## config.mk

```make
export PLATFORM = sky130hd
export DESIGN_NAME = ps2_keyboard
export DESIGN_NICKNAME = d
export VERILOG_FILES = /design/src/rtl/ps2_pkg.sv /design/src/rtl/ps2_rx.sv /design/src/rtl/ps2_keyboard.sv
export SDC_FILE = /design/constraint.sdc
export NUM_CORES = 1
export LEC_CHECK = 0
export CORE_MARGIN = 5
export CORE_UTILIZATION = 59
export CTS_CLUSTER_SIZE = 8
export DETAILED_ROUTE_END_ITERATION = 6
export GPL_ROUTABILITY_DRIVEN = 0
export HOLD_SLACK_MARGIN = 0.05
export PLACE_DENSITY = 0.84
export SYNTH_ARGS = -nofsm -noshare
export SYNTH_HDL_FRONTEND = slang
export SYNTH_SLANG_ARGS = --single-unit
```

## constraint.sdc

```tcl
create_clock -name CLOCK_50 -period 3.8 [get_ports CLOCK_50]
set_clock_uncertainty 0.15 [all_clocks]
set_input_delay 1.14 -clock CLOCK_50 [delete_from_list [all_inputs] [get_ports CLOCK_50]]
set_output_delay 1.14 -clock CLOCK_50 [all_outputs]
set_load 0.02 [all_outputs]
```

## src/rtl/ps2_pkg.sv

```systemverilog
// rtl/ps2_pkg.sv - shared types and scan-code constants for the PS/2 keyboard peripheral
package ps2_pkg;

    typedef enum logic [1:0] {
        ST_IDLE   = 2'd0,
        ST_DATA   = 2'd1,
        ST_PARITY = 2'd2,
        ST_STOP   = 2'd3
    } rx_state_t;

    localparam logic [7:0] SC_BREAK  = 8'hF0;
    localparam logic [7:0] SC_EXT    = 8'hE0;
    localparam logic [7:0] SC_LSHIFT = 8'h12;
    localparam logic [7:0] SC_RSHIFT = 8'h59;
    localparam logic [7:0] SC_CTRL   = 8'h14;

endpackage

```

## src/rtl/ps2_rx.sv

```systemverilog
// rtl/ps2_rx.sv - PS/2 pin conditioning, frame receiver and inter-bit watchdog
module ps2_rx
    import ps2_pkg::*;
#(
    parameter int TIMEOUT_CYCLES = 50000
) (
    input  logic       i_clk,
    input  logic       i_resetn,
    input  logic       i_ps2_clk,
    input  logic       i_ps2_dat,
    output logic       o_code_valid,
    output logic [7:0] o_code,
    output logic       o_frame_err
);

    localparam int WD_W = $clog2(TIMEOUT_CYCLES + 1);
    localparam logic [WD_W-1:0] WD_LAST = WD_W'(TIMEOUT_CYCLES - 1);

    logic            r_clk_s1, r_clk_s2, r_clk_prev;
    logic            r_dat_s1, r_dat_s2;
    logic            r_fall, r_dat_q;
    rx_state_t       r_state;
    logic [2:0]      r_bit_cnt;
    logic [7:0]      r_shift;
    logic            r_parity;
    logic [WD_W-1:0] r_wd;

    // The fall is registered together with the data sample so both line up.
    always_ff @(posedge i_clk) begin
        if (!i_resetn) begin
            r_clk_s1   <= 1'b1;
            r_clk_s2   <= 1'b1;
            r_clk_prev <= 1'b1;
            r_dat_s1   <= 1'b1;
            r_dat_s2   <= 1'b1;
            r_fall     <= 1'b0;
            r_dat_q    <= 1'b1;
        end else begin
            r_clk_s1   <= i_ps2_clk;
            r_clk_s2   <= r_clk_s1;
            r_clk_prev <= r_clk_s2;
            r_dat_s1   <= i_ps2_dat;
            r_dat_s2   <= r_dat_s1;
            r_fall     <= r_clk_prev & ~r_clk_s2;
            r_dat_q    <= r_dat_s2;
        end
    end

    always_ff @(posedge i_clk) begin
        if (!i_resetn) begin
            r_state      <= ST_IDLE;
            r_bit_cnt    <= 3'd0;
            r_shift      <= 8'h00;
            r_parity     <= 1'b0;
            r_wd         <= '0;
            o_code_valid <= 1'b0;
            o_frame_err  <= 1'b0;
        end else begin
            o_code_valid <= 1'b0;
            o_frame_err  <= 1'b0;
            if (r_fall) begin
                r_wd <= '0;
                case (r_state)
                    ST_IDLE: begin
                        if (!r_dat_q) begin
                            r_state   <= ST_DATA;
                            r_bit_cnt <= 3'd0;
                        end
                    end
                    ST_DATA: begin
                        r_shift   <= {r_dat_q, r_shift[7:1]};
                        r_bit_cnt <= r_bit_cnt + 3'd1;
                        if (r_bit_cnt == 3'd7) begin
                            r_state <= ST_PARITY;
                        end
                    end
                    ST_PARITY: begin
                        r_parity <= r_dat_q;
                        r_state  <= ST_STOP;
                    end
                    ST_STOP: begin
                        if (r_dat_q && (^{r_parity, r_shift})) begin
                            o_code_valid <= 1'b1;
                        end else begin
                            o_frame_err <= 1'b1;
                        end
                        r_state <= ST_IDLE;
                    end
                    default: r_state <= ST_IDLE;
                endcase
            end else if (r_state != ST_IDLE) begin
                // A stalled keyboard must not leave a half-received byte pending forever.
                if (r_wd == WD_LAST) begin
                    r_state     <= ST_IDLE;
                    r_wd        <= '0;
                    o_frame_err <= 1'b1;
                end else begin
                    r_wd <= r_wd + 1'b1;
                end
            end
        end
    end

    assign o_code = r_shift;

endmodule

```

## src/rtl/ps2_keyboard.sv

```systemverilog
// rtl/ps2_keyboard.sv - scan-code decode, ASCII translation and Apple-II-style keyboard latch
module ps2_keyboard
    import ps2_pkg::*;
#(
    parameter logic [15:0] KBD_ADR        = 16'hC000,
    parameter logic [15:0] STROBE_ADR     = 16'hC010,
    parameter int          TIMEOUT_CYCLES = 50000
) (
    input  logic        CLOCK_50,
    input  logic        res,
    input  logic        ps2_clk,
    input  logic        ps2_dat,
    input  logic        phi,
    input  logic [15:0] adr,
    input  logic        rw,
    output logic [7:0]  dbo,
    output logic        sel,
    output logic        frame_err
);

    // Returns {hit, ascii}; hit = 0 for codes with no printable mapping.
    function automatic logic [7:0] translate(input logic [7:0] code, input logic shift,
                                             input logic ctrl);
        logic [6:0] a;
        logic       letter;
        a = 7'h00;
        case (code)
            8'h1C: a = 7'h41; 8'h32: a = 7'h42; 8'h21: a = 7'h43; 8'h23: a = 7'h44;
            8'h24: a = 7'h45; 8'h2B: a = 7'h46; 8'h34: a = 7'h47; 8'h33: a = 7'h48;
            8'h43: a = 7'h49; 8'h3B: a = 7'h4A; 8'h42: a = 7'h4B; 8'h4B: a = 7'h4C;
            8'h3A: a = 7'h4D; 8'h31: a = 7'h4E; 8'h44: a = 7'h4F; 8'h4D: a = 7'h50;
            8'h15: a = 7'h51; 8'h2D: a = 7'h52; 8'h1B: a = 7'h53; 8'h2C: a = 7'h54;
            8'h3C: a = 7'h55; 8'h2A: a = 7'h56; 8'h1D: a = 7'h57; 8'h22: a = 7'h58;
            8'h35: a = 7'h59; 8'h1A: a = 7'h5A;
            default: a = 7'h00;
        endcase
        letter = (a != 7'h00);
        if (!letter) begin
            case (code)
                8'h16: a = shift ? 7'h21 : 7'h31;
                8'h1E: a = shift ? 7'h40 : 7'h32;
                8'h26: a = shift ? 7'h23 : 7'h33;
                8'h25: a = shift ? 7'h24 : 7'h34;
                8'h2E: a = shift ? 7'h25 : 7'h35;
                8'h36: a = shift ? 7'h5E : 7'h36;
                8'h3D: a = shift ? 7'h26 : 7'h37;
                8'h3E: a = shift ? 7'h2A : 7'h38;
                8'h46: a = shift ? 7'h28 : 7'h39;
                8'h45: a = shift ? 7'h29 : 7'h30;
                8'h0E: a = shift ? 7'h7E : 7'h60;
                8'h4E: a = shift ? 7'h5F : 7'h2D;
                8'h55: a = shift ? 7'h2B : 7'h3D;
                8'h54: a = shift ? 7'h7B : 7'h5B;
                8'h5B: a = shift ? 7'h7D : 7'h5D;
                8'h5D: a = shift ? 7'h7C : 7'h5C;
                8'h4C: a = shift ? 7'h3A : 7'h3B;
                8'h52: a = shift ? 7'h22 : 7'h27;
                8'h41: a = shift ? 7'h3C : 7'h2C;
                8'h49: a = shift ? 7'h3E : 7'h2E;
                8'h4A: a = shift ? 7'h3F : 7'h2F;
                8'h29: a = 7'h20;
                8'h5A: a = 7'h0D;
                8'h66: a = 7'h08;
                8'h76: a = 7'h1B;
                default: a = 7'h00;
            endcase
        end
        if (ctrl && letter) begin
            a = a & 7'h1F;
        end
        return {(letter || a != 7'h00), a};
    endfunction

    logic       w_code_valid;
    logic [7:0] w_code;
    logic [7:0] w_xlat;
    logic       w_is_mod;
    logic       w_key;
    logic       w_strobe;

    logic       r_brk, r_ext;
    logic       r_lshift, r_rshift, r_ctrl;
    logic [7:0] r_latch;

    ps2_rx #(
        .TIMEOUT_CYCLES(TIMEOUT_CYCLES)
    ) u_rx (
        .i_clk       (CLOCK_50),
        .i_resetn    (res),
        .i_ps2_clk   (ps2_clk),
        .i_ps2_dat   (ps2_dat),
        .o_code_valid(w_code_valid),
        .o_code      (w_code),
        .o_frame_err (frame_err)
    );

    assign w_xlat   = translate(w_code, r_lshift | r_rshift, r_ctrl);
    assign w_is_mod = (w_code == SC_LSHIFT) || (w_code == SC_RSHIFT) || (w_code == SC_CTRL);
    assign w_key    = w_code_valid && !r_brk && !r_ext && !w_is_mod && w_xlat[7]
                      && (w_code != SC_BREAK) && (w_code != SC_EXT);
    assign w_strobe = phi && (adr == STROBE_ADR);

    always_ff @(posedge CLOCK_50) begin
        if (!res) begin
            r_brk    <= 1'b0;
            r_ext    <= 1'b0;
            r_lshift <= 1'b0;
            r_rshift <= 1'b0;
            r_ctrl   <= 1'b0;
        end else if (w_code_valid) begin
            if (w_code == SC_BREAK) begin
                r_brk <= 1'b1;
            end else if (w_code == SC_EXT) begin
                r_ext <= 1'b1;
            end else begin
                r_brk <= 1'b0;
                r_ext <= 1'b0;
                if (w_code == SC_LSHIFT) r_lshift <= !r_brk;
                if (w_code == SC_RSHIFT) r_rshift <= !r_brk;
                if (w_code == SC_CTRL)   r_ctrl   <= !r_brk;
            end
        end
    end

    // A fresh key outranks a strobe clear landing on the same edge.
    always_ff @(posedge CLOCK_50) begin
        if (!res) begin
            r_latch <= 8'h00;
        end else if (w_key) begin
            r_latch <= {1'b1, w_xlat[6:0]};
        end else if (w_strobe) begin
            r_latch[7] <= 1'b0;
        end
    end

    assign sel = rw && ((adr == KBD_ADR) || (adr == STROBE_ADR));
    assign dbo = sel ? r_latch : 8'h00;

endmodule

```

Word-level counts from Yosys, hierarchy flattened
Memories as Yosys holds them, arrays and structs flattened. A register that Yosys moved wholly into a read port is not among the register bits.
Index checks and enable logic that the tools add are counted.
W data, S select, Z words.
{"block": "word_totals", "rom_bits": 768, "n_memories": 1, "reg_bits": 52, "input_bits": 22, "elab_cells": 158, "output_inout_bits": 10}
{"name": "(name not given)", "words": 128, "word_bits": 6, "rd": 1, "rd_clocked_by_memory_dff": 1, "write_ports": 0, "line": "ps2_keyboard.sv:27", "source": "case (code)"}
{"block": "op_classes", "n_mux": 48, "addsub": 2, "n_reduce_logical": 37, "n_eq_ne": 43, "bitwise_logic": 6}
{"operator": "$pmux W7 S25", "count": 1}
{"operator": "$eq A8 B7 Y1 const B", "count": 16}
{"operator": "$mux W5", "count": 13}
{"operator": "$eq A8 B6 Y1 const B", "count": 7}
{"operator": "$mux W7", "count": 8}
{"operator": "$eq A16 B16 Y1 const B", "count": 3}
{"operator": "$eq A8 B5 Y1 const B", "count": 4}
{"operator": "$mux W6", "count": 3}
{"operator": "$add A16 B1 Y16 const B", "count": 1}
{"operator": "$eq A8 B8 Y1 const B", "count": 2}
{"operator": "$mux W16", "count": 1}
{"operator": "$ne A8 B8 Y1 const B", "count": 2}
{"operator": "$reduce_and A4 Y1", "count": 4}
{"operator": "$reduce_bool A7 Y1", "count": 2}
{"operator": "$mux W1", "count": 12}
{"operator": "$logic_and A1 B1 Y1", "count": 10}
{"operator": "$mux W2", "count": 5}
{"operator": "$reduce_bool A2 Y1", "count": 5}
{"operator": "$reduce_xor A9 Y1", "count": 1}
{"operator": "$eq A8 B4 Y1 const B", "count": 1}
{"operator": "$mux W8", "count": 1}
{"operator": "$pmux W2 S4", "count": 1}
{"operator": "$reduce_and A2 Y1", "count": 4}
{"operator": "$mux W3", "count": 2}
{"operator": "other kinds (15)", "count": 27}

Logic depth before layout (Yosys ltp)
Gate-level depths: netlist of the first run.
{"block": "depth", "depth_word": 11, "ltp_mapped": 12, "depth_no_buf": 11}

Hierarchy
A second synthesis of the first run with hierarchy kept.
{"block": "hier_totals", "hier_cells": 499, "area_unflattened_um2": 3992.6}
{"module": "ps2_keyboard", "instances": 1, "seq_area_each_um2": 260.2, "cells_per_inst": 314, "area_each_um2": 2258.4}
{"module": "ps2_rx", "instances": 1, "seq_area_each_um2": 780.7, "cells_per_inst": 185, "area_each_um2": 1734.2}

Least setup slack after synthesis of the first run
No wires, ideal clock.
{"block": "synth_path", "path_type": "input -> output", "startpoint": "input adr[2]", "endpoint": "output dbo[0]", "path_stages": 4, "required_time_ps": 2510, "path_slack_ps": 191, "path_buffers": 0, "arrival_time_ps": 2319, "cell_sequence": "nor4b_1 -> nand4_1 -> nor2_1 -> and2_1"}
{"block": "synth_via", "elab_chain_len": 4, "word_cells_on_any_way": 5, "cone_classes": "2 x eq/ne; 1 x mux; 2 x reduce/logical"}
{"element": "start, declared", "line": "ps2_keyboard.sv:14", "source": "input logic [15:0] adr,"}
{"element": "$eq A16 B16 Y1", "line": "ps2_keyboard.sv:136", "source": "assign sel = rw && ((adr == KBD_ADR) || (adr == STROBE_ADR));"}
{"element": "$logic_or A1 B1 Y1 (*)", "line": "ps2_keyboard.sv:136"}
{"element": "$logic_and A1 B1 Y1 (*)", "line": "ps2_keyboard.sv:136"}
{"element": "via sel", "line": "ps2_keyboard.sv:17", "source": "output logic sel,"}
{"element": "$mux W8 (*)", "line": "ps2_keyboard.sv:137", "source": "assign dbo = sel ? r_latch : 8'h00;"}
{"element": "end, declared", "line": "ps2_keyboard.sv:16", "source": "output logic [7:0] dbo,"}
The timed path passes the listed nets; every way through them passes the cells marked *.

Worst setup path after layout of the first run
{"block": "layout_path", "startpoint": "input adr[2]", "endpoint": "output dbo[7]"}
{"block": "layout_via", "elab_chain_len": 4, "word_cells_on_any_way": 5, "cone_classes": "2 x eq/ne; 1 x mux; 2 x reduce/logical"}
{"element": "$eq A16 B16 Y1", "line": "ps2_keyboard.sv:136"}
{"element": "$logic_or A1 B1 Y1 (*)", "line": "ps2_keyboard.sv:136"}
{"element": "$logic_and A1 B1 Y1 (*)", "line": "ps2_keyboard.sv:136"}
{"element": "$mux W8 (*)", "line": "ps2_keyboard.sv:137"}
Every way passes the cells marked *; elsewhere a longest branch is shown, timed or not.

==> results of run 1 <==
[critical path, stage by stage]
cell and delay, ps:
clkdlybuf4s15_1 210, nor4b_4 290, nand4_1 170, nor2_1 140, buf_4 160, and2_1 120
buf_2 160
[per-stage QoR]
stage          util (%)  hold WS [ps]  total power [mW]
3_5_place_dp      64.82         251.1            0.6733
5_1_grt           69.11         294.1             1.225
3_3_place_gp      64.82         239.3            0.6720
4_1_cts           68.88         268.2             1.187
6_report          69.11         263.5             1.178
2_1_floorplan         -         236.3            0.6451
[cells by family (layout without fill, tap and decap cells)]
family	after synthesis	count (layout)
AND/OR/NAND/NOR	191	191
AO/OA/AOI/OAI	139	139
flip-flops	58	58
buffers and inverters	55	98
adder cells (fa/ha/maj)	29	29
XOR/XNOR	16	16
multiplexers	9	9
[layout by cell type, fill, tap and decap left out, types with 3 or more instances in the layout]
master / synthesis / routed
a31oi_1: 9 / 9
clkbuf_2: 0 / 4
clkbuf_8: 0 / 10
and3_1: 8 / 8
inv_1: 25 / 25
nor2_1: 45 / 45
a21boi_0: 6 / 6
o211ai_1: 6 / 6
nand2_1: 50 / 50
a22oi_1: 10 / 10
a211oi_2: 4 / 4
a21oi_1: 30 / 29
dlygate4sd2_1: 0 / 4
nor4_1: 8 / 6
xor2_1: 10 / 10
a21o_1: 4 / 4
nor3_1: 6 / 6
and2_1: 9 / 9
clkinvlp_4: 0 / 3
buf_2: 13 / 8
nand2b_1: 8 / 8
o21ai_1: 4 / 4
o21ai_2: 2 / 3
buf_4: 2 / 23
a211oi_1: 5 / 5
clkdlybuf4s50_1: 0 / 7
clkinv_1: 3 / 3
mux2i_1: 8 / 8
xnor2_1: 6 / 6
or3_1: 5 / 5
o21ai_0: 19 / 18
ha_1: 29 / 29
dlymetal6s2s_1: 0 / 5
nand3_1: 18 / 18
o2111ai_1: 4 / 4
dfxtp_1: 58 / 58
o22ai_1: 3 / 3
nand4_1: 16 / 16
a32o_1: 3 / 3
[layout make-up]
class                           instances  share of cell area (%)
Multi-Input combinational cell        384                   57.42
Tap cell                               80                   2.156
Clock inverter                          6                  0.8892
Sequential cell                        58                   25.01
Inverter                               28                   2.264
Clock buffer                           10                   2.964
Timing Repair Buffer                   54                   9.297
[path summary, 6_finish.rpt]
check | cells past startpoint | end | slack [ps]
hold reg to reg | 1 | u_rx.r_dat_s2 | 260
setup / recovery | 7 | dbo[7] | 130
setup reg to reg | 7 | r_latch[3] | 740
hold / removal | 1 | u_rx.r_dat_s2 | 260
[routing by layer]
| layer | routed length, um | GRT usage [%] | share of wire, % |
|---|---|---|---|
| met2 | 5070 | 40.60 | 50 |
| met5 | 0 | 0 | 0 |
| met1 | 4005 | 27.27 | 39 |
| met4 | 277 | 9.280 | 2.7 |
| met3 | 827 | 6.580 | 8.1 |
[repair_timing]
item | in CTS | in global routing
hold endpoints to repair | 0 | 0
resized for setup | 51 | 19
buffers inserted | 15 | 0
pin swaps | 6 | 7
endpoints found under the setup margin | 9 | 10
[where the power goes]
group	switching [mW]	internal [mW]	leakage, nW	total [mW]
clock network	0.264	0.254	0.0847	0.517
logic	0.0215	0.0232	1.25	0.0447
registers	0.00367	0.612	0.468	0.616
==> flow_summary_export.csv, run 1 <==
group,metric,value,unit
timing,hold_violations,0,
pwr,p_leak,1.807,nW
logic_synthesis,synth_area_per_cell,8.114,um^2
place,port_buffers,31,
logic_synthesis,synth_top_family_by_area,"compound AO/OA/AOI/OAI gates",
logic_synthesis,synth_ff_type,"dfxtp_1",
logic_synthesis,ys_ff_latch,58,
min_path,hold_path.class,"flip-flop to flip-flop",
timing,clock.fmax,272.2,MHz
drt,drtAntennaViolNets,0,
logic_synthesis,synth_cell_types,74,
place,placed_cell_area,4355,um^2
logic_synthesis,synth-edff-count,0,
drt,drtIter0Drc,567,
worst_setup_path,crit_required,2510,ps
logic_synthesis,yosys_warnings,0,
logic_synthesis,ys_seq_area_share,28.79,%
die,die_h,92.68,um
timing,timing.final.ws_setup,125.9,ps
place,place_inst,590,
cts,clk_pin_slew_worst_paths,70,ps
global_route,grt_pass1_vias,3640,
logic_synthesis,synth-xor-area-share,3.475,%
die,die_w,92.68,um
logic_synthesis,synthArstFlopShare,0,%
layout,fill_cells,519,
place,pre_cts_ws,-628.9,ps
timing,finalSetupViolCount,0,
worst_setup_path,startpoint,"adr[2]",
cts,cts_tree,"done",
place,dp_hpwl,6.950,mm
drt,routed_via_density,6.494,
global_route,grt_max_degree,24,
logic_synthesis,synth_compound_area_share,25.54,%
die,core_area,6719,um^2
logic_synthesis,yosys-top-cells-area,"dfxtp_1, ha_1, nand2_1, nor2_1, a21oi_1",
logic_synthesis,synth_area,4033,um^2
layout,fin_nets,586,
logic_synthesis,yosysTopAreaCell,"dfxtp_1",
layout,instances_no_fill,620,
die,start_util,60.02,%
global_route,grt_pass1_wl,16.48,mm
worst_setup_path,critPathKind,"input pin to primary output",
logic_synthesis,synth_common_cells,"dfxtp_1, nand2_1, nor2_1, a21oi_1, ha_1",
timing,slew-limit-headroom,47.96,%
drt,wirelength,10.18,mm
die,num_rows,30,
worst_setup_path,endpoint_kind,"primary output",
layout,antenna_cells,0,
timing,finalMaxSlewViolations,0,
timing,finalCriticalPeriod,3674,ps
drt,dr.pass1.iters,6,
cts,insertion_delay,340,ps
cts,htreeDepth,3,
die,die_area,8589,um^2
global_route,grt_overflow,0,
timing,fin_setup_tns,0,ps
layout,drive_above_1_share,15.00,%
logic_synthesis,syn_inst,497,
logic_synthesis,netlist.area_leader.share,28.79,%
drt,drc,0,
die,ios,32,
cts,clock_sinks,58,
cts,clockBufferDepth,2,
logic_synthesis,synth_most_common_cell,"dfxtp_1",
layout,multiInputGateArea,2666,um^2
worst_setup_path,critical_path.max_fanout,9,
timing,period_share,96.69,%
run,drv_cap,0,
timing,tightest_slew,780.6,ps
layout,layout.area.seq,1161,um^2
cts,cts_root_buffer,"clkbuf_8",
worst_setup_path,crit_path_start_kind,"input pin",
layout,areaGrowthSynthToFinish,15.14,%
cts,cts_buffers,9,
logic_synthesis,syn_nets,548,
global_route,antenna_found_initial,0,
logic_synthesis,synth_mux_area_share,2.265,%
global_route,grt_usage,23.45,%
cts,cts_hold_buffers,0,
logic_synthesis,synthAdderAreaFrac,8.998,%
drt,wire_per_inst,16.42,um
pwr,ir_drop,252.0,uV
pwr,pwr_density_cell,253.7,nW/um^2
outcome,outcome,"finished clean",
layout,stdcell_area,4643,um^2
worst_setup_path,r2r_start,"u_rx.o_code[1]",
logic_synthesis,yosys.area_share.simple,24.48,%
min_path,hold_start,"u_rx.r_dat_s1",
drt,via_count,4026,
worst_setup_path,critPathArrivalTime,2380,ps
No activity file was read; power rests on OpenSTA's default activity.
==> inputs of run 2 (changes only) <==
ABC_CLOCK_PERIOD_IN_PS = 3500   (was unset)
GPL_TIMING_DRIVEN = 0   (was unset)
clock period = 3.5 ns   (was 3.8 ns; I/O delays follow)
==> run 2 against run 1 <==
  * Register-to-register slack got worse by 270 ps
  * Worst hold slack got worse by 2.4 ps
  * Via count rose by 0.37%
  * Core utilization rose by 1.0 points
  * Non-clock buffer count rose by 4
  * Sequential power rose by 8.4%
  * Flip-flop and latch count did not move
  * Clock power rose by 42%
==> flow_summary_export.csv, run 2 (synthesized netlist as in run 1, its figures left out) <==
group,metric,value,unit
outcome,outcome,"finished clean",
run,drv_cap,0,
timing,finalCriticalPeriod,3396,ps
layout,fill_cells,543,
timing,tightest_slew,692.8,ps
die,ios,32,
worst_setup_path,path_buf_inv,2,
die,die_h,92.68,um
drt,routed_via_density,6.466,
drt,dr.pass1.iters,5,
layout,final_util,70.11,%
pwr,power.total,1.447,mW
timing,hold_violations,0,
drt,drtAntennaViolNets,0,
die,start_util,60.02,%
pwr,p_leak,1.817,nW
cts,cts_buffers,9,
timing,clock.fmax,294.4,MHz
global_route,grt_pass1_wl,17.64,mm
layout,fin_nets,591,
worst_setup_path,cpPeakStageDelay,260,ps
worst_setup_path,slowest_stage,"nor4b_4",
layout,final_cell_mix,"dfxtp_1, nand2_1, nor2_1, a21oi_1, ha_1",
worst_setup_path,crit_path_start_kind,"input pin",
worst_setup_path,crit_required,2300,ps
cts,clk_pin_slew_worst_paths,60,ps
drt,wire_per_inst,16.59,um
layout,areaGrowthSynthToFinish,16.82,%
global_route,antenna_found_initial,0,
global_route,grt_max_degree,12,
place,dp_hpwl,7.452,mm
layout,final_common_cell,"dfxtp_1",
pwr,p_int,1.144,mW
worst_setup_path,critical_path.max_fanout,4,
timing,finalSetupViolCount,0,
worst_setup_path,crit_family,"simple AND/OR/NAND/NOR gates",
worst_setup_path,critPathKind,"input pin to primary output",
die,die_w,92.68,um
die,die_area,8589,um^2
timing,slew-limit-headroom,53.51,%
cts,cts_tree,"done",
timing,rsz0062_at_grt,"false",
timing,period_share,97.04,%
cts,cts_root_buffer,"clkbuf_8",
cts,cts_hold_buffers,0,
drt,wirelength,10.37,mm
place,port_buffers,31,
pwr,pwr_density_cell,307.2,nW/um^2
pwr,swShare,20.94,%
drt,drc,0,
pwr,power.share.clock,50.7,%
worst_setup_path,path_cells,"clkbuf_2 -> nor4b_4 -> nand4_1 -> nor2_2 -> and2_4 -> buf_6",
drt,via_count,4041,
worst_setup_path,critPathArrivalTime,2200,ps
global_route,grt_overflow,0,
min_path,hold_path.class,"flip-flop to flip-flop",
die,num_rows,30,
cts,clock_sinks,58,
drt,drtIter0Drc,441,
pwr,p_switching,303.0,uW
pwr,seqPwrFrac,46.1,%
layout,antenna_cells,0,
timing,finalMaxSlewViolations,0,
die,core_area,6719,um^2
worst_setup_path,endpoint_kind,"primary output",
global_route,grt_pass1_vias,3763,
layout,drive_above_1_share,16.88,%
cts,clockBufferDepth,2,
pwr,ir_drop,366.1,uV
pwr,combPwrFrac,3.1,%
global_route,grt_usage,25.03,%
cts,insertion_delay,350,ps
cts,htreeDepth,3,
run 2: power groups by stage:
stage	clock (mW)	sequential (mW)	combinational, mW
finish	0.734	0.668	0.0453
global route	0.782	0.668	0.0489
CTS	0.744	0.667	0.0452
detailed placement	0	0.682	0.0489
global placement	0	0.682	0.0478
floorplan	0	0.681	0.0190
run 2: metal layers:
metal / GRT usage [%] / up-vias / wire length [um]
met2: 40.42 / 232 / 4935
met4: 11.11 / 0 / 370
met1: 32.12 / 1853 / 4195
met3: 5.280 / 44 / 868
li1: - / 1912 / -
met5: 0 / - / 0
run 2: layout make-up:
| type | count | area (um^2) | area share (%) |
|---|---|---|---|
| plain buffers | 26 | 151.4 | 3.214 |
| well taps | 80 | 100.1 | 2.125 |
| clock buffers | 12 | 165.2 | 3.506 |
| clock inverters | 4 | 72.57 | 1.541 |
| multi-input cells | 385 | 2681 | 56.92 |
| flip-flops and latches | 58 | 1161 | 24.65 |
| inverters | 28 | 105.1 | 2.231 |
| repair buffers | 32 | 274.0 | 5.817 |
run 2: timing repair:
action                     CTS  global route
cloned                       1             0
setup buffers                1             0
pin swaps                    9             9
gates resized for setup     77            29
setup endpoints to repair   15            12
run 2: final timing paths:
| path | end | start | cells after the start | slack, ps |
|---|---|---|---|---|
| hold reg to reg | u_rx.r_clk_s2 | u_rx.r_clk_s1 | 1 | 260 |
| setup / recovery | dbo[7] | adr[2] | 6 | 100 |
| setup reg to reg | flip-flop | u_rx.r_state[1] | 10 | 470 |
| hold / removal | u_rx.r_clk_s2 | u_rx.r_clk_s1 | 1 | 260 |
run 2: per-stage QoR:
stage | instance area [um^2] | std cells | setup WS [ps] | TNS (ps) | hold slack, ps
floorplan | 4033 | 497 | 70.59 | 0 | 236.3
global placement | 4443 | 608 | -705.0 | -8833 | 238.9
detailed placement | 4443 | 608 | -785.3 | -9553 | 246.9
CTS | 4707 | 625 | 1.003 | 0 | 264.2
global route | 4711 | 625 | 2.389 | 0 | 272.6
finish | 4711 | 625 | 103.8 | 0 | 261.1
run 2: worst reg2reg max path, stage by stage, from the launching register on:
cell and delay (ps):
dfxtp_1 370, inv_1 90, ha_1 270, and3_1 210
o21ai_1 560, ha_1 340, o211ai_1 290, a21o_1 310
nor3_1 130, a31oi_1 60, o22ai_1 180
==> inputs of run 3 (changes only) <==
CAP_MARGIN = 10   (was unset)
SKIP_LAST_GASP = 1   (was unset)
==> results of run 3 <==
Final layout, timing and power as in run 2 (identical DEF).
==> patch 1, RTL diff (settings of run 1) <==
Change the parameter `STROBE_ADR` from 16'hC010 to 16'h6008.
--- a/src/rtl/ps2_keyboard.sv
+++ b/src/rtl/ps2_keyboard.sv
@@ -3,7 +3,7 @@
     import ps2_pkg::*;
 #(
     parameter logic [15:0] KBD_ADR        = 16'hC000,
-    parameter logic [15:0] STROBE_ADR     = 16'hC010,
+    parameter logic [15:0] STROBE_ADR     = 16'h6008,
     parameter int          TIMEOUT_CYCLES = 50000
 ) (
     input  logic        CLOCK_50,
Check against the original RTL: not equivalent (Yosys sat finds a counterexample within 4 cycles, from zero or initial values).
==> patch 1 against run 1 <==
- final area fell by 2.2%
- worst setup slack got worse by 34 ps
- final cell count fell by 2.7%
- non-clock buffer count fell by 15
- power rose by 3.2%
- synthesized cell count fell by 0.40%
- area after synthesis fell by 2.1%
- combinational power rose by 2%
- sequential cell count did not move
- global-route usage rose by 0.16 points
- count of clock-buffer cells in the layout did not move
- routed wire length fell by 0.80%
- critical path type unchanged
- critical endpoint is now dbo[6]
- largest cell class unchanged
==> patch 1: results (changes against run 1) <==
Finish
  – Share of cells above drive strength 1: 11.8% (-3.2 points)
  – Layout Nets: 572 (-2.4%)

Worst setup path
  – Crit path from: adr[15]
  – Crit Path Max Fanout: 8 (-1)
  – RR Startpoint: u_rx.r_state[1]
  – Reg2Reg Depth: 11 (+4)
  – Last element of the critical path: dbo[6]
  – Crit-path slowest cell: clkdlybuf4s50_1
  – Worst endpoint data arrival time: 2420 ps (+40 ps)
  – CP max stage delay: 480 ps (+190 ps)

Synthesis
  – Cell count after synthesis: 495 (-0.40%)
  – Net Count, Synth: 546 (-0.36%)
  – Post-synthesis compound-gate area fraction: 22.2% (-3.3 points)
  – Synth Area in XOR/XNOR: 4.22% (+0.74 points)
  – Distinct cells, synth: 66 (-11%)
  – Area share of fa/ha/maj cells after synthesis: 9.19% (+0.19 points)
  – Seq/Total Area, Yosys: 29.4% (+0.62 points)
  – Synth top area cells: dfxtp_1 29%, ha_1 9.2%, nand2_1 5.0%
  – Synth top cells by count: 58 x dfxtp_1, 53 x nand2_1, 43 x nor2_1

Pwr
  – Int Pwr: 940 uW (+5.7%)
  – Worst VDD drop: 0.321 mV (+27%)

Placed design
  – Setup WS pre-CTS: -492 ps (+136 ps)
  – Placed cell area: 0.00428 mm^2 (-1.8%)
  – Cells after DPL: 587 (-0.51%)
  – Dpl hpwl: 6.97 mm (+0.25%)

Drt
  – Starting DRT DRC Count: 432 (-24%)
  – M1 WL: 4.23 mm (+5.6%)
  – Met2 Wirelength: 4.93 mm (-2.8%)
  – Vias: 3907 (-3.0%)
  – Vias/cell: 6.48 (-0.22%)
  – Drt total wl: 10.1 mm (-0.80%)
  – Metal3 WL: 698 um (-16%)

Global route
  – First-pass GRT wire length: 16.6 mm (+1.0%)
  – Met2 Usage GRT: 39.7% (-0.92 points)
  – Pin count of the biggest net entering global routing: 25 (+4.2%)
  – GRT met3 Usage: 4.83% (-1.8 points)
  – M1 GR Usage: 30.9% (+3.6 points)
  – Tot GR Track Use: 23.6% (+0.16 points)

Timing
  – Slew at the pin closest to its max-slew limit: 783 ps (+2.28 ps)
  – Hold Slack: 259 ps (-4.20 ps)
  – Highest clock rate: 270 MHz (-0.91%)

Clocking
  – Post-CTS Setup Repair Bufs: 0 (-15)

Run status
  – Status: finished clean

Min path
  – HP Class: flip-flop to flip-flop
==> patch 1: final cells by class <==
| type | count | share of cell area, % |
|---|---|---|
| Clock inverter | 6 | 1.49 |
| Tap cell | 77 | 2.12 |
| Inverter | 24 | 1.98 |
| Multi-Input combinational cell | 389 | 57.5 |
| Clock buffer | 10 | 2.81 |
| Timing Repair Buffer | 39 | 8.57 |
| Sequential cell | 58 | 25.6 |
==> patch 1: critical path: cells and delay by family <==
family	cells	cell delay, ps
buf+inv	3	760
compound gates	1	120
simple gates	3	400
==> patch 1: power by group through the flow <==
stage	Sequential, mW	Clock (mW)	Combinational [mW]
floorplan	0.625	0	0.0156
global placement	0.626	0	0.0408
detailed placement	0.626	0	0.0423
CTS	0.613	0.570	0.0432
global route	0.613	0.604	0.0489
finish	0.613	0.557	0.0454
==> patch 1: timing repair <==
item                                    in CTS  in global routing
endpoints found under the setup margin       9                  9
gates resized for setup                     45                 28
pin swaps                                    3                  7
hold buffers                                 0                  0
==> patch 2, RTL diff (settings of run 1) <==
Made on the original files. The 4 states of `rx_state_t` get a one-hot encoding in 4 bits.
--- a/src/rtl/ps2_pkg.sv
+++ b/src/rtl/ps2_pkg.sv
@@ -1,11 +1,11 @@
 // rtl/ps2_pkg.sv - shared types and scan-code constants for the PS/2 keyboard peripheral
 package ps2_pkg;
 
-    typedef enum logic [1:0] {
-        ST_IDLE   = 2'd0,
-        ST_DATA   = 2'd1,
-        ST_PARITY = 2'd2,
-        ST_STOP   = 2'd3
+    typedef enum logic [3:0] {
+        ST_IDLE   = 4'b0001,
+        ST_DATA   = 4'b0010,
+        ST_PARITY = 4'b0100,
+        ST_STOP   = 4'b1000
     } rx_state_t;
 
     localparam logic [7:0] SC_BREAK  = 8'hF0;
Formal check against the unedited RTL: same outputs for any inputs over 10 cycles, from zero or initial values; not proved beyond that.
==> patch 2 against run 1 <==
- combinational power is 15% higher
- final cell count is 4.7% higher
- worst setup slack worse by 44 ps
- sequential cell count is 2 higher
- die area is 0.12% lower
- area after synthesis is 0.12% lower
- routed wire length is 10% higher
- power is 15% higher
- critical path depth stayed put
- register-to-register slack worse by 340 ps
- synthesized cell count is 5.4% higher
- final area is 3.4% higher
- largest cell class unchanged
==> patch 2: results (changes against run 1) <==
Run status
  – Status: finished clean

Synthesis
  – Distinct cells, synth: 69 (-6.8%)
  – Net Count, Synth: 571 (+4.2%)
  – Synth top area cells: dfxtp_1 30%, ha_1 7.8%, nand2_1 5.1%
  – Seq/Total Area, Yosys: 29.8% (+1.0 points)
  – Synth top cells by count: 60 x dfxtp_1, 55 x nand2_1, 49 x nor2_1
  – Cell count after synthesis: 524 (+5.4%)

Finish
  – Non-clock inverter count: 20 (-29%)
  – Multi-input logic area: 0.00268 mm^2 (+0.33%)
  – Fillers: 507 (-2.3%)
  – Clock-cell share of area: 4.87% (+1.0 points)
  – Comb_multi_in: 416 (+8.3%)
  – Non-clk buf share: 10.6% (+1.3 points)
  – Sequential cell count: 60 (+3.4%)
  – Layout Nets: 612 (+4.4%)
  – CLK BUF: 12 (+2)

Drt
  – Vias/cell: 6.64 (+2.2%)
  – Starting DRT DRC Count: 457 (-19%)
  – WL per Instance: 17.3 um (+5.5%)
  – First-pass DRT Iterations: 7 (+1)

Worst setup path
  – Worst endpoint data arrival time: 2430 ps (+50 ps)
  – Reg2Reg Depth: 8 (+1)

Global route
  – Vias in the first global route: 3991 (+9.6%)
  – First-pass GRT wire length: 18.4 mm (+12%)
  – Tot GR Track Use: 26.1% (+2.6 points)

Placed design
  – Setup WS pre-CTS: -555 ps (+74.3 ps)

Pwr
  – P_leak: 1.89 nW (+4.9%)

Timing
  – Rel. slew slack: 53.2% (+5.2 points)

Min path
  – Hold path cells: 2 (+1)
==> patch 2: cell count changes in the layout (fill, tap and decap cells not counted), sizes merged, moves of 4 or more <==
cell           run 1  this run
buf               31        36
nor3               6        17
a21oi             31        39
inv               26        20
clkinv             5         1
nand3             18        29
nand2             50        56
a21boi             7         1
o21ai             25        38
a31oi             10         4
ha                29        25
==> patch 2: worst paths after layout <==
path / endpoint / slack, ps / startpoint
worst min register to register: u_rx.r_fall / 270 / u_rx.r_clk_prev
worst min-delay path: u_rx.r_fall / 270 / u_rx.r_clk_prev
worst max register to register: r_latch[6] / 400 / u_rx.o_code[0]
worst max-delay path: dbo[4] / 80 / adr[5]
==> patch 2: critical path: stages <==
cell and delay, ps:
clkdlybuf4s15_1 190, nor4b_4 280, nand4_1 160, nor2_1 210, buf_4 170, and2_1 150, buf_6 120
==> patch 2: logic make-up (layout without fill, tap and decap cells) <==
logic type	Yosys count	count (layout)	share of synthesized area, %
compound gates	141	141	23.0
xor+xnor	17	17	3.70
fa+ha+maj	25	25	7.77
buf+inv	48	93	5.22
flops	60	60	29.8
mux	5	5	1.24
simple gates	228	228	29.2
==> patch 2: repair_timing <==
item / CTS / global route
pin swaps: 7 / 7
endpoints found under the setup margin: 9 / 10
gates cloned: 0 / 0
setup buffers: 15 / 0
gates resized for setup: 61 / 21
==> patch 2: per-layer routing <==
metal / vias to the layer above / global-route usage, % / share of wire [%]
met5: - / 0 / 0
met4: 0 / 13.1 / 4.3
met3: 69 / 5.44 / 7.7
met2: 262 / 42.8 / 48
met1: 1968 / 32.3 / 40
li1: 2009 / - / -
==> patch 2: where the power goes <==
group          leakage [nW]  switching (mW)  internal, mW
logic                  1.29          0.0270        0.0246
clock network         0.119           0.250         0.420
registers             0.485         0.00232         0.633
